[src/rtl/bids22_host.sv]
// rtl/bids22_host.sv - bids22 auction host sequencer: unlock, load, configure, lock, run, capture.
// Optional RUN-state watchdog enabled by defining BIDS22_HOST_WDOG_EN.
module bids22_host #(
  parameter logic [31:0] UNLOCK_KEY = 32'h0F0F0F0F
`ifdef BIDS22_HOST_WDOG_EN
  , parameter int unsigned WDOG_CYCLES = 1024
`endif
) (
  input  logic        clk,
  input  logic        reset_n,
  input  logic        cfg_go,
  input  logic [31:0] cfg_xval,
  input  logic [31:0] cfg_yval,
  input  logic [31:0] cfg_zval,
  input  logic [2:0]  cfg_mask,
  input  logic [31:0] cfg_timer,
  input  logic [31:0] cfg_cost,
  input  logic        abort,
  input  logic        ready,
  input  logic [1:0]  err,
  input  logic        roundOver,
  input  logic [31:0] maxBid,
  input  logic        X_win,
  input  logic        Y_win,
  input  logic        Z_win,
  output logic [3:0]  C_op,
  output logic [31:0] C_data,
  output logic        C_start,
  output logic        busy,
  output logic        done,
  output logic        fail,
  output logic [31:0] res_maxBid,
  output logic [2:0]  res_win,
  output logic [3:0]  fail_op,
  output logic [1:0]  fail_err,
  output logic        fail_timeout
);

  localparam logic [3:0] OP_NOOP   = 4'd0;
  localparam logic [3:0] OP_UNLOCK = 4'd1;
  localparam logic [3:0] OP_LOCK   = 4'd2;
  localparam logic [3:0] OP_LOADX  = 4'd3;
  localparam logic [3:0] OP_LOADY  = 4'd4;
  localparam logic [3:0] OP_LOADZ  = 4'd5;
  localparam logic [3:0] OP_MASK   = 4'd6;
  localparam logic [3:0] OP_TIMER  = 4'd7;
  localparam logic [3:0] OP_COST   = 4'd8;

  typedef enum logic [3:0] {
    S_IDLE, S_UNLK, S_LDX, S_LDY, S_LDZ, S_MASK, S_TMR, S_COST,
    S_LOCK, S_CHK, S_RUN, S_DONE, S_FAIL
  } state_t;

  state_t      state, state_n;
  state_t      ret_state, ret_n;
  logic        locked, locked_n;
  logic [31:0] snap_x, snap_x_n;
  logic [31:0] snap_y, snap_y_n;
  logic [31:0] snap_z, snap_z_n;
  logic [2:0]  snap_mask, snap_mask_n;
  logic [31:0] snap_timer, snap_timer_n;
  logic [31:0] snap_cost, snap_cost_n;

  logic [3:0]  op_n;
  logic [31:0] data_n;
  logic        start_n, busy_n, done_n, fail_n;
  logic [31:0] res_max_n;
  logic [2:0]  res_win_n;
  logic [3:0]  fail_op_n;
  logic [1:0]  fail_err_n;

  logic [3:0]  cmd_op;
  logic [31:0] cmd_data;
  state_t      cmd_ret;

`ifdef BIDS22_HOST_WDOG_EN
  logic [31:0] wdog_cnt, wdog_cnt_n;
  logic        timeout_n;
`endif

  // Opcode, payload and follow-on state for whichever command state is current.
  always_comb begin
    cmd_op   = OP_NOOP;
    cmd_data = '0;
    cmd_ret  = S_IDLE;
    case (state)
      S_UNLK: begin cmd_op = OP_UNLOCK; cmd_data = UNLOCK_KEY;            cmd_ret = S_LDX;  end
      S_LDX:  begin cmd_op = OP_LOADX;  cmd_data = snap_x;                cmd_ret = S_LDY;  end
      S_LDY:  begin cmd_op = OP_LOADY;  cmd_data = snap_y;                cmd_ret = S_LDZ;  end
      S_LDZ:  begin cmd_op = OP_LOADZ;  cmd_data = snap_z;                cmd_ret = S_MASK; end
      S_MASK: begin cmd_op = OP_MASK;   cmd_data = {29'b0, snap_mask};    cmd_ret = S_TMR;  end
      S_TMR:  begin cmd_op = OP_TIMER;  cmd_data = snap_timer;            cmd_ret = S_COST; end
      S_COST: begin cmd_op = OP_COST;   cmd_data = snap_cost;             cmd_ret = S_LOCK; end
      S_LOCK: begin cmd_op = OP_LOCK;   cmd_data = UNLOCK_KEY;            cmd_ret = S_RUN;  end
      default: ;
    endcase
  end

  always_comb begin
    state_n      = state;
    ret_n        = ret_state;
    locked_n     = locked;
    snap_x_n     = snap_x;
    snap_y_n     = snap_y;
    snap_z_n     = snap_z;
    snap_mask_n  = snap_mask;
    snap_timer_n = snap_timer;
    snap_cost_n  = snap_cost;
    op_n         = OP_NOOP;
    data_n       = '0;
    start_n      = C_start;
    busy_n       = busy;
    done_n       = 1'b0;
    fail_n       = 1'b0;
    res_max_n    = res_maxBid;
    res_win_n    = res_win;
    fail_op_n    = fail_op;
    fail_err_n   = fail_err;
`ifdef BIDS22_HOST_WDOG_EN
    wdog_cnt_n   = wdog_cnt;
    timeout_n    = fail_timeout;
`endif
    case (state)
      S_IDLE: begin
        if (cfg_go) begin
          snap_x_n     = cfg_xval;
          snap_y_n     = cfg_yval;
          snap_z_n     = cfg_zval;
          snap_mask_n  = cfg_mask;
          snap_timer_n = cfg_timer;
          snap_cost_n  = cfg_cost;
          busy_n       = 1'b1;
          fail_op_n    = OP_NOOP;
          fail_err_n   = 2'b00;
`ifdef BIDS22_HOST_WDOG_EN
          timeout_n    = 1'b0;
`endif
          state_n      = locked ? S_UNLK : S_LDX;
        end
      end
      S_UNLK, S_LDX, S_LDY, S_LDZ, S_MASK, S_TMR, S_COST, S_LOCK: begin
        if (ready) begin
          op_n    = cmd_op;
          data_n  = cmd_data;
          ret_n   = cmd_ret;
          state_n = S_CHK;
        end
      end
      S_CHK: begin
        // C_op still shows the command under check; a "10" status on Unlock means already unlocked.
        if (err == 2'b00 || (err == 2'b10 && C_op == OP_UNLOCK)) begin
          if (C_op == OP_LOCK)   locked_n = 1'b1;
          if (C_op == OP_UNLOCK) locked_n = 1'b0;
          state_n = ret_state;
          if (ret_state == S_RUN) begin
            start_n = 1'b1;
`ifdef BIDS22_HOST_WDOG_EN
            wdog_cnt_n = '0;
`endif
          end
        end else begin
          fail_op_n  = C_op;
          fail_err_n = err;
          fail_n     = 1'b1;
          state_n    = S_FAIL;
        end
      end
      S_RUN: begin
        if (roundOver) begin
          res_max_n = maxBid;
          res_win_n = {X_win, Y_win, Z_win};
          start_n   = 1'b0;
          done_n    = 1'b1;
          state_n   = S_DONE;
        end else if (abort) begin
          fail_op_n  = OP_NOOP;
          fail_err_n = 2'b00;
          start_n    = 1'b0;
          fail_n     = 1'b1;
          state_n    = S_FAIL;
        end
`ifdef BIDS22_HOST_WDOG_EN
        else if (wdog_cnt == 32'(WDOG_CYCLES - 1)) begin
          fail_op_n  = OP_NOOP;
          fail_err_n = 2'b00;
          timeout_n  = 1'b1;
          start_n    = 1'b0;
          fail_n     = 1'b1;
          state_n    = S_FAIL;
        end else begin
          wdog_cnt_n = wdog_cnt + 32'd1;
        end
`endif
      end
      S_DONE, S_FAIL: begin
        start_n = 1'b0;
        busy_n  = 1'b0;
        state_n = S_IDLE;
      end
      default: state_n = S_IDLE;
    endcase
  end

  always_ff @(posedge clk or negedge reset_n) begin
    if (!reset_n) begin
      state      <= S_IDLE;
      ret_state  <= S_IDLE;
      locked     <= 1'b0;
      snap_x     <= '0;
      snap_y     <= '0;
      snap_z     <= '0;
      snap_mask  <= '0;
      snap_timer <= '0;
      snap_cost  <= '0;
      C_op       <= OP_NOOP;
      C_data     <= '0;
      C_start    <= 1'b0;
      busy       <= 1'b0;
      done       <= 1'b0;
      fail       <= 1'b0;
      res_maxBid <= '0;
      res_win    <= '0;
      fail_op    <= '0;
      fail_err   <= '0;
    end else begin
      state      <= state_n;
      ret_state  <= ret_n;
      locked     <= locked_n;
      snap_x     <= snap_x_n;
      snap_y     <= snap_y_n;
      snap_z     <= snap_z_n;
      snap_mask  <= snap_mask_n;
      snap_timer <= snap_timer_n;
      snap_cost  <= snap_cost_n;
      C_op       <= op_n;
      C_data     <= data_n;
      C_start    <= start_n;
      busy       <= busy_n;
      done       <= done_n;
      fail       <= fail_n;
      res_maxBid <= res_max_n;
      res_win    <= res_win_n;
      fail_op    <= fail_op_n;
      fail_err   <= fail_err_n;
    end
  end

`ifdef BIDS22_HOST_WDOG_EN
  always_ff @(posedge clk or negedge reset_n) begin
    if (!reset_n) begin
      wdog_cnt     <= '0;
      fail_timeout <= 1'b0;
    end else begin
      wdog_cnt     <= wdog_cnt_n;
      fail_timeout <= timeout_n;
    end
  end
`else
  assign fail_timeout = 1'b0;
`endif

endmodule

[config.mk]
export PLATFORM = sky130hd
export DESIGN_NAME = bids22_host
export DESIGN_NICKNAME = d
export VERILOG_FILES = /design/src/rtl/bids22_host.sv
export SDC_FILE = /design/constraint.sdc
export NUM_CORES = 1
export LEC_CHECK = 0
export CORE_ASPECT_RATIO = 1.4
export CORE_MARGIN = 2
export CORE_UTILIZATION = 52
export DETAILED_ROUTE_END_ITERATION = 8
export GPL_TIMING_DRIVEN = 0
export PLACE_DENSITY_LB_ADDON = 0.1
export SYNTH_ARGS = -nofsm -noshare
export SYNTH_HDL_FRONTEND = slang
export SYNTH_SLANG_ARGS = --single-unit
[constraint.sdc]
create_clock -name clk -period 4.8 [get_ports clk]
set_input_delay 1.44 -clock clk [delete_from_list [all_inputs] [get_ports clk]]
set_output_delay 1.44 -clock clk [all_outputs]
set_load 0.1 [all_outputs]
## Yosys cells after proc, flatten, opt, wreduce, memory -nomap -nowiden

Index checks and enable logic that the tools add are counted.
Widths: inputs -> output; s select.

- Output and inout bits: 82
- Logic and storage cells: 101
- Bits in registers: 253

- Multiplexer cells: 39
- Reductions and logical operators: 19
- Eq/ne operators: 24

Operators by type and width:

| kind | number |
|---|---|
| $pmux 32 s7 | 1 |
| $mux 32 | 2 |
| $pmux 4 s8 | 2 |
| $mux 4 | 11 |
| $eq 4x4->1 const B | 6 |
| $eq 4x3->1 const B | 4 |
| $pmux 4 s4 | 1 |
| $ne 2x2->1 const B | 7 |
| $eq 4x2->1 const B | 3 |
| $mux 1 | 12 |
| $pmux 4 s3 | 1 |
| $mux 2 | 5 |
| $eq 4x1->1 const B | 2 |
| $reduce_and 2->1 | 4 |
| $reduce_or 8->1 | 1 |
| $pmux 2 s3 | 1 |
| $reduce_and 3->1 | 2 |
| $reduce_bool 3->1 | 2 |
| $reduce_and 5->1 | 1 |
| $logic_not 4->1 | 1 |
| $pmux 1 s2 | 2 |
| $reduce_and 4->1 | 1 |
| $reduce_bool 2->1 | 2 |
| $reduce_or 2->1 | 2 |
| 6 further kinds | 6 |

## Logic depth before layout (Yosys ltp)

Gate-level depths: netlist of run 1.

- Depth after elaboration: 5
- Depth in mapped cells: 8

## Worst setup path before layout of run 1

OpenSTA, ideal clock, no wires.

- Path kind: input-to-reg
- From: input roundOver
- To: register fail_err[0]
- Arrival: 2.555 ns
- Path buffers: 1
- Library setup time: 0.123 ns
- Stages on the path: 6
- Setup slack: 2.123 ns
- Cells stage by stage: nand2b_1 nor2_1 o2bb2ai_1 or4b_1 buf_6 a22o_2

- Word-level cells in the longest chain between the ends: 2

Ends and longest elaborated chain:

| item | RTL line | RTL |
|---|---|---|
| start: declaration | 21 | `input logic roundOver,` |
| $ne 2x2->1 (no line) | n/a |  |
| $reduce_and 5->1 (no line) | n/a |  |
| end signal: assignment | 244 | `fail_err <= fail_err_n;` |
| end: declaration | 35 | `output logic [1:0] fail_err,` |

Every way passes these cells.
A chain may end at the register's enable or synchronous reset.

## Worst setup path after layout of run 1

- From: register C_op[1]
- To: output C_op[1]

RTL lines:

| item | RTL line | RTL |
|---|---|---|
| start: declaration | 26 | `output logic [3:0] C_op,` |
| start signal: assignment | 235 | `C_op <= op_n;` |

No word-level cell between the ends.

==> results of run 1 <==
sequential cells by signal, summed over array words and instances (netlist names), 4 cells and up:
signal      flops
snap_y         32
snap_x         32
snap_cost      32
fail_op         4
snap_timer     32
C_data         32
snap_z         32
res_maxBid     32
C_op            4
ret_state       4
state           4
cell families after synthesis:
family                 synth area share (%)
flip-flops                             61.1
multiplexers                           22.2
AO/OA/AOI/OAI                          9.86
AND/OR/NAND/NOR                        4.13
buffers and inverters                  2.57
XOR/XNOR                              0.169
other                                0.0362
layer usage:
metal	wire, microns	part of all wire (%)	vias to the layer above	track usage (%)
met1	11400	38	3904	35.6
met4	856	2.9	0	8.55
met2	15500	52	313	49.8
li1	-	-	3396	-
met5	0	0	-	0
met3	2120	7.1	55	5.57
cells in the final DEF, fill, tap and decap left out, types with 17 or more instances in the layout:
| cell type | synthesis | layout |
|---|---|---|
| dfrtp_1 | 253 | 253 |
| clkdlybuf4s50_1 | 0 | 285 |
| nand2_1 | 39 | 39 |
| buf_2 | 24 | 24 |
| a22oi_1 | 46 | 46 |
| nor2_1 | 18 | 18 |
| clkbuf_1 | 23 | 27 |
| a21oi_1 | 27 | 27 |
| mux2_2 | 199 | 199 |
| clkbuf_16 | 0 | 25 |
| a222oi_1 | 17 | 17 |
final timing paths:
kind                                            start                    endpoint  slack [ps]
max                                 C_op[1]$_DFF_PN0_                     C_op[1]        1260
min                        res_maxBid[24]$_DFFE_PN0P_  res_maxBid[24]$_DFFE_PN0P_         500
max reg2reg                      state[0]$_DFFE_PN0P_        C_data[19]$_DFF_PN0_        2010
min reg2reg                res_maxBid[24]$_DFFE_PN0P_  res_maxBid[24]$_DFFE_PN0P_         500
max in group asynchronous                     reset_n      snap_x[24]$_DFFE_PN0P_        2710
min in group asynchronous                     reset_n  res_maxBid[18]$_DFFE_PN0P_         720
metrics by stage:
stage	area (sq um)	power, mW	worst slack, ps	cells	TNS (ps)
2_1_floorplan	10400	6.97	2120	748	0
3_3_place_gp	13500	8.21	-8460	1286	-2133880
3_5_place_dp	13600	8.31	1350	1288	0
4_1_cts	14400	10.2	1260	1332	0
5_1_grt	14400	10.6	1190	1332	0
6_report	14400	10.1	1260	1332	0
cell type report:
| type | count | area (sq um) | area share [%] |
|---|---|---|---|
| Multi-Input combinational cell | 435 | 3770 | 26.3 |
| Inverter | 8 | 30.0 | 0.209 |
| Timing Repair Buffer | 288 | 2920 | 20.3 |
| Clock buffer | 34 | 709 | 4.94 |
| Buffer | 52 | 236 | 1.65 |
| Sequential cell | 253 | 6330 | 44.1 |
| Tap cell | 252 | 315 | 2.19 |
| Clock inverter | 10 | 50.0 | 0.348 |
power by group:
group,internal [mW],switching [mW],leakage (nW)
combinational,1.67,2.99,2.46
clock,1.03,0.815,0.388
sequential,3.12,0.520,3.11
==> results.yml, run 1 <==
run_status:
  run_status: "complete, no violations"
critical_path:
  cpMaxStageDelayCell: "clkdlybuf4s50_1"
  cp_cell_sequence: "clkdlybuf4s50_1"
  ff2ff_path_depth: 6
  worst_path_depth: 1
  worst_setup_path_end_kind: "output pin"
  element_type_at_the_critical_path_start: "flip-flop"
  worstPathBufferInverterCount: 1
  worst-endpoint-required_ps: 3360
  critical_path_arrival_ps: 2100
  crit_fanout: 5
  worstSetupPathType: "flip-flop to output pin"
  worst_path_largest_cell_delay_ps: 1160
  critPathTopFamily: "buffers and inverters"
finish:
  final_core_utilization_pct: 73.0
  drive_gt1_share_pct: 25.2
  antennaDiodeCount: 0
  area_growth_syn_to_layout_pct: 38.5
  fillCellCount: 1394
  design.final.nets: 1269
detailed_routing:
  drc: 0
  wl_microns: 29900
  final_antenna_net_count: 0
  route.detailed.vias_per_inst: 5.76
  drt-pass1-iter-count: 8
  num_vias: 7668
  route.detailed.wl_per_inst_microns: 22.4
  detail_route.iter0.violations: 638
synth:
  yosys-top-cells-count: "dfrtp_1 (253), mux2_2 (199), a22oi_1 (46), nand2_1 (39), a21oi_1 (27)"
  post_synth_inst_count: 748
  postSynth.topFlopCell: "dfrtp_1"
  yosys.area.top_type_share_pct: 61.1
  netlist_top_cells_area: "dfrtp_1 (61%), mux2_2 (22%), a22oi_1 (3.3%)"
  synth.distinct_cells: 45
  synth_top_area_cell: "dfrtp_1"
  yosys_register_bits: 253
  asyncSetResetFlopFracSynth_pct: 100
  synth_edf_count: 0
  synth_nets: 954
  ys_warn_count: 0
  yosysSeqAreaShare_pct: 61.1
  netlist_area_sq_mm: 0.0104
  post_synth.cell_area_avg_sq_um: 13.9
  leading_cell_type_by_number_of_instances_after_synthesis: "dfrtp_1"
grt:
  grt_first_pass_wirelength_microns: 45200
  overflow: 0
  grt_usage_pct: 28.5
  grt_start_max_net_pins: 125
  antenna_found_initial: 0
  via_count_of_the_first_global_routing_pass: 8009
clocking:
  clock_tree.buffer_depth: 3
  holdBufCountCts: 0
  cts-root-buf: "clkbuf_16"
  htree_num_levels: 1
  cts_tree: "yes"
  cts-buffers-inserted: 25
  cts-resized-gates: 0
  worst_skew_pair.late_latency_ps: 520
  post_cts_buffers: 0
  path_clk_slew_ps: 60
  clock_sinks: 253
worst_hold_path:
  hold_path_class: "flip-flop to flip-flop"
  hold-path-cell-count: 1
sta:
  finalSetupViolCount: 0
  fin_crit_ps: 3540
  max-slew-margin-rel_pct: 29.4
  achievable-frequency_ghz: 0.282
  grt_setup_unrepaired: "no"
  maxSlewViolCount: 0
  skew_ps: 14.0
  worstMarginPinSlew_ps: 1060
  final_min_period_over_clock_period_pct: 73.8
  hold_viol_final: 0
  hold-worst-slack_ps: 503
die:
  row_count: 61
  core_area_sq_mm: 0.0197
  die-area_sq_mm: 0.0211
  design.portCount: 288
  die-height_microns: 171
  die-width_microns: 123
  initial_utilization_pct: 52.7
power:
  cellLeakagePower_nw: 5.96
  power_density_mw_per_mm2: 706
  vdd_ir_drop_max_mv: 0.473
placement:
  buffer_ports.inserted: 286
  post_dp_hpwl_microns: 21000
  place.gp.congestion: 0.893
run:
  cap_violations: 0
(Power assumes the default switching activity.)
==> run 2: changes to the inputs <==
- CORE_UTILIZATION: 52 -> 48
- clock period: 4.8 -> 3.7 ns (I/O delays scaled with it)
==> results.yml, run 2 (same netlist as run 1, synthesis figures left out) <==
run_status:
  run_status: "complete, no violations"
power:
  power_density_mw_per_mm2: 933
  power.total_mw: 13.6
  cellLeakagePower_nw: 6.03
  vdd_ir_drop_max_mv: 0.512
critical_path:
  critical_path_arrival_ps: 2100
  critPathTopFamily: "buffers and inverters"
  r2r_setup_slack_ps: 890
  worstSetupPathType: "flip-flop to output pin"
  worst-endpoint-required_ps: 2590
  crit_fanout: 5
  ff2ff_path_depth: 6
  element_type_at_the_critical_path_start: "flip-flop"
  worstReg2RegEnd: "C_data[2]$_DFF_PN0_"
  cp_cell_sequence: "clkdlybuf4s50_1"
  cpMaxStageDelayCell: "clkdlybuf4s50_1"
  worstReg2RegStart: "state[2]$_DFFE_PN0P_"
  worst_path_largest_cell_delay_ps: 1160
  worstPathBufferInverterCount: 1
  worst_setup_path_end_kind: "output pin"
clocking:
  cts_tree: "yes"
  clock_tree.buffer_depth: 3
  clock_sinks: 253
  worst_skew_pair.late_latency_ps: 520
  holdBufCountCts: 0
  cts-resized-gates: 0
  cts-buffers-inserted: 26
  htree_num_levels: 1
  post_cts_buffers: 0
  path_clk_slew_ps: 70
  cts-root-buf: "clkbuf_16"
sta:
  finalSetupViolCount: 0
  final_min_period_over_clock_period_pct: 86.7
  skew_ps: 14.2
  hold_viol_final: 0
  max-slew-margin-rel_pct: 30.4
  grt_setup_unrepaired: "no"
  worstMarginPinSlew_ps: 1040
  hold-worst-slack_ps: 502
  maxSlewViolCount: 0
  fin_crit_ps: 3210
  achievable-frequency_ghz: 0.312
finish:
  drive_gt1_share_pct: 25.2
  area_growth_syn_to_layout_pct: 40.3
  antennaDiodeCount: 0
  mostFrequentLayoutCells: "clkdlybuf4s50_1 (285), dfrtp_1 (253), mux2_2 (199)"
  design.final.nets: 1270
  layout_commonest_cell: "clkdlybuf4s50_1"
  final_core_utilization_pct: 68.6
  layout.cells.non_filler: 1343
  fillCellCount: 1572
detailed_routing:
  final_antenna_net_count: 0
  detail_route.iter0.violations: 612
  route.detailed.wl_per_inst_microns: 22.5
  drc: 0
  wl_microns: 30200
  route.detailed.vias_per_inst: 5.70
  num_vias: 7649
  drt-pass1-iter-count: 6
worst_hold_path:
  hold_path_class: "flip-flop to flip-flop"
  hold_path_end: "res_maxBid[14]$_DFFE_PN0P_"
  hold-path-cell-count: 1
  hp-start: "res_maxBid[14]$_DFFE_PN0P_"
die:
  design.portCount: 288
  die-area_sq_mm: 0.0228
  initial_utilization_pct: 48.9
  core_area_sq_mm: 0.0212
  die-height_microns: 178
  row_count: 63
  die-width_microns: 128
grt:
  grt_start_max_net_pins: 105
  grt_first_pass_wirelength_microns: 45800
  antenna_found_initial: 0
  overflow: 0
  via_count_of_the_first_global_routing_pass: 7990
  grt_usage_pct: 26.6
placement:
  post_dp_hpwl_microns: 21100
  place.gp.congestion: 0.896
  buffer_ports.inserted: 286
  dp.cells: 1296
run:
  cap_violations: 0
run 2: cell count changes in the layout (fill, tap and decap cells not counted), sizes merged:
cell and delta:
clkbuf +2, inv +1, clkinv -5, bufinv +5
run 2: area by class of cell:
class / instances / area [sq um] / share of cell area [%]
well taps: 260 / 325 / 2.24
plain buffers: 52 / 236 / 1.63
inverters: 8 / 30.0 / 0.206
clock inverters: 11 / 186 / 1.28
multi-input cells: 435 / 3770 / 25.9
clock buffers: 36 / 739 / 5.08
flip-flops and latches: 253 / 6330 / 43.5
repair buffers: 288 / 2920 / 20.1
run 2: metal layers:
| metal | GRT usage, % | share of wire, % | vias to the layer above |
|---|---|---|---|
| met2 | 46.3 | 51 | 330 |
| met3 | 5.55 | 7.9 | 56 |
| li1 | - | - | 3382 |
| met4 | 8.15 | 2.8 | 0 |
| met5 | 0 | 0 | - |
| met1 | 33.2 | 38 | 3881 |
run 2: how the worst max path moves through the flow:
stage                       from                      end  slack (ps)  depth (start not counted)
3_3_place_gp             reset_n     C_data[20]$_DFF_PN0_       -9410                          1
2_1_floorplan  C_op[0]$_DFF_PN0_  fail_err[1]$_DFFE_PN0P_        1210                          5
3_5_place_dp           roundOver   res_win[2]$_DFFE_PN0P_         560                          5
4_1_cts        C_op[1]$_DFF_PN0_                  C_op[1]         470                          1
5_1_grt        C_op[1]$_DFF_PN0_                  C_op[1]         440                          1
6_report       C_op[1]$_DFF_PN0_                  C_op[1]         490                          1
run 2: report_power, final:
group | total (mW) | switching [mW] | leakage [nW] | internal (mW)
Sequential | 4.69 | 0.644 | 3.11 | 4.04
Combinational | 6.05 | 3.89 | 2.46 | 2.16
Clock | 2.83 | 1.08 | 0.458 | 1.75
run 2: through the flow:
| stage | setup WS [ps] | TNS, ps | instance area, sq um |
|---|---|---|---|
| after floorplan | 1210 | 0 | 10400 |
| after global placement | -9410 | -2374210 | 13600 |
| after detailed placement | 562 | 0 | 13600 |
| after CTS | 473 | 0 | 14500 |
| after global routing | 441 | 0 | 14500 |
| final | 490 | 0 | 14500 |
==> run 3: changes to the inputs <==
- GPL_ROUTABILITY_DRIVEN: not set -> 0
==> results.yml, run 3 (same netlist as run 1, synthesis figures left out) <==
finish:
  mostFrequentLayoutCells: "clkdlybuf4s50_1 (285), dfrtp_1 (253), mux2_2 (199)"
  fillCellCount: 1638
  seq_area_sq_mm: 0.00633
  design.final.nets: 1269
  multi_input_area_sq_mm: 0.00377
  drive_gt1_share_pct: 25.1
  final_core_utilization_pct: 68.1
  layout_commonest_cell: "clkdlybuf4s50_1"
  area_growth_syn_to_layout_pct: 39.3
detailed_routing:
  route.detailed.wl_per_inst_microns: 22.1
  drc: 0
  drt-pass1-iter-count: 5
  final_antenna_net_count: 0
  detail_route.iter0.violations: 722
  route.detailed.vias_per_inst: 5.67
  num_vias: 7629
  wl_microns: 29700
die:
  initial_utilization_pct: 48.9
  die-height_microns: 178
  design.portCount: 288
  die-width_microns: 128
  core_area_sq_mm: 0.0212
  row_count: 63
  die-area_sq_mm: 0.0228
clocking:
  worst_skew_pair.late_latency_ps: 520
  cts-resized-gates: 0
  post_cts_buffers: 0
  path_clk_slew_ps: 60
  cts_tree: "yes"
  htree_num_levels: 1
  cts-root-buf: "clkbuf_16"
  holdBufCountCts: 0
  clock_sinks: 253
  clock_tree.buffer_depth: 3
  cts-buffers-inserted: 25
power:
  cellLeakagePower_nw: 5.97
  vdd_ir_drop_max_mv: 0.516
  power.total_mw: 13.2
  power_density_mw_per_mm2: 916
sta:
  final.setup.worst_slack_ps: 492
  skew_ps: 7.46
  finalSetupViolCount: 0
  max-slew-margin-rel_pct: 30.0
  final_min_period_over_clock_period_pct: 86.7
  achievable-frequency_ghz: 0.312
  worstMarginPinSlew_ps: 1050
  hold-worst-slack_ps: 498
  hold_viol_final: 0
  grt_setup_unrepaired: "no"
  fin_crit_ps: 3210
  maxSlewViolCount: 0
critical_path:
  cp_cell_sequence: "clkdlybuf4s50_1"
  critical_path_arrival_ps: 2100
  cpMaxStageDelayCell: "clkdlybuf4s50_1"
  worst_setup_path_end_kind: "output pin"
  worstSetupPathType: "flip-flop to output pin"
  critPathTopFamily: "buffers and inverters"
  r2r_setup_slack_ps: 880
  element_type_at_the_critical_path_start: "flip-flop"
  worst_path_largest_cell_delay_ps: 1170
  crit_fanout: 5
  worst-endpoint-required_ps: 2590
  worstPathBufferInverterCount: 1
placement:
  post_dp_hpwl_microns: 20800
  buffer_ports.inserted: 286
  place_worst_setup_slack_ps: 582
grt:
  antenna_found_initial: 4
  via_count_of_the_first_global_routing_pass: 7852
  grt_first_pass_wirelength_microns: 45000
  overflow: 0
  grt_usage_pct: 26.2
  grt_start_max_net_pins: 105
run:
  cap_violations: 0
run_status:
  run_status: "complete, no violations"
worst_hold_path:
  hold_path_class: "flip-flop to flip-flop"
run 3: path summary, 6_finish.rpt:
path	cells past startpoint	to	start
max	1	C_op[1]	C_op[1]$_DFF_PN0_
min	2	busy$_DFFE_PN0P_	busy$_DFFE_PN0P_
max reg2reg	6	C_data[2]$_DFF_PN0_	state[0]$_DFFE_PN0P_
min reg2reg	2	busy$_DFFE_PN0P_	busy$_DFFE_PN0P_
max in group asynchronous	3	snap_x[22]$_DFFE_PN0P_	reset_n
min in group asynchronous	1	res_maxBid[16]$_DFFE_PN0P_	reset_n
run 3: cell type report:
class | instances | share of cell area (%)
timing repair buffer | 288 | 20.2
buffer | 52 | 1.64
antenna | 4 | 0.0693
multi-input combinational | 435 | 26.1
tap | 260 | 2.25
inverter | 8 | 0.208
clock inverter | 7 | 0.477
sequential | 253 | 43.8
clock buffer | 38 | 5.16
run 3: routing by layer:
metal  vias up  wire, microns  part of all wire (%)  track usage [%]
met2       311          15000                    50             44.5
li1       3401              -                     -                -
met3        58           2240                   7.5             5.22
met1      3859          11500                    39             32.7
met5         -              0                     0                0
met4         0           1020                   3.4             10.6
run 3: worst register-to-register path, delay by kind of cell (launching register included):
| family | cells | cell delay (ps) |
|---|---|---|
| flops | 1 | 410 |
| buf+inv | 2 | 940 |
| compound gates | 2 | 530 |
| simple gates | 2 | 820 |
run 3: stage by stage:
step	cells	setup TNS, ps	cell area [sq um]
after floorplan	748	0	10400
after global placement	1294	-2372780	13600
after detailed placement	1296	0	13600
after CTS	1341	0	14400
after global routing	1345	0	14400
final	1345	0	14400
run 3: power breakdown:
group          total [mW]  leakage, nW  internal [mW]  switching, mW
logic                6.03         2.46           2.16           3.87
clock network        2.52        0.396           1.46           1.06
registers            4.69         3.11           4.04          0.647
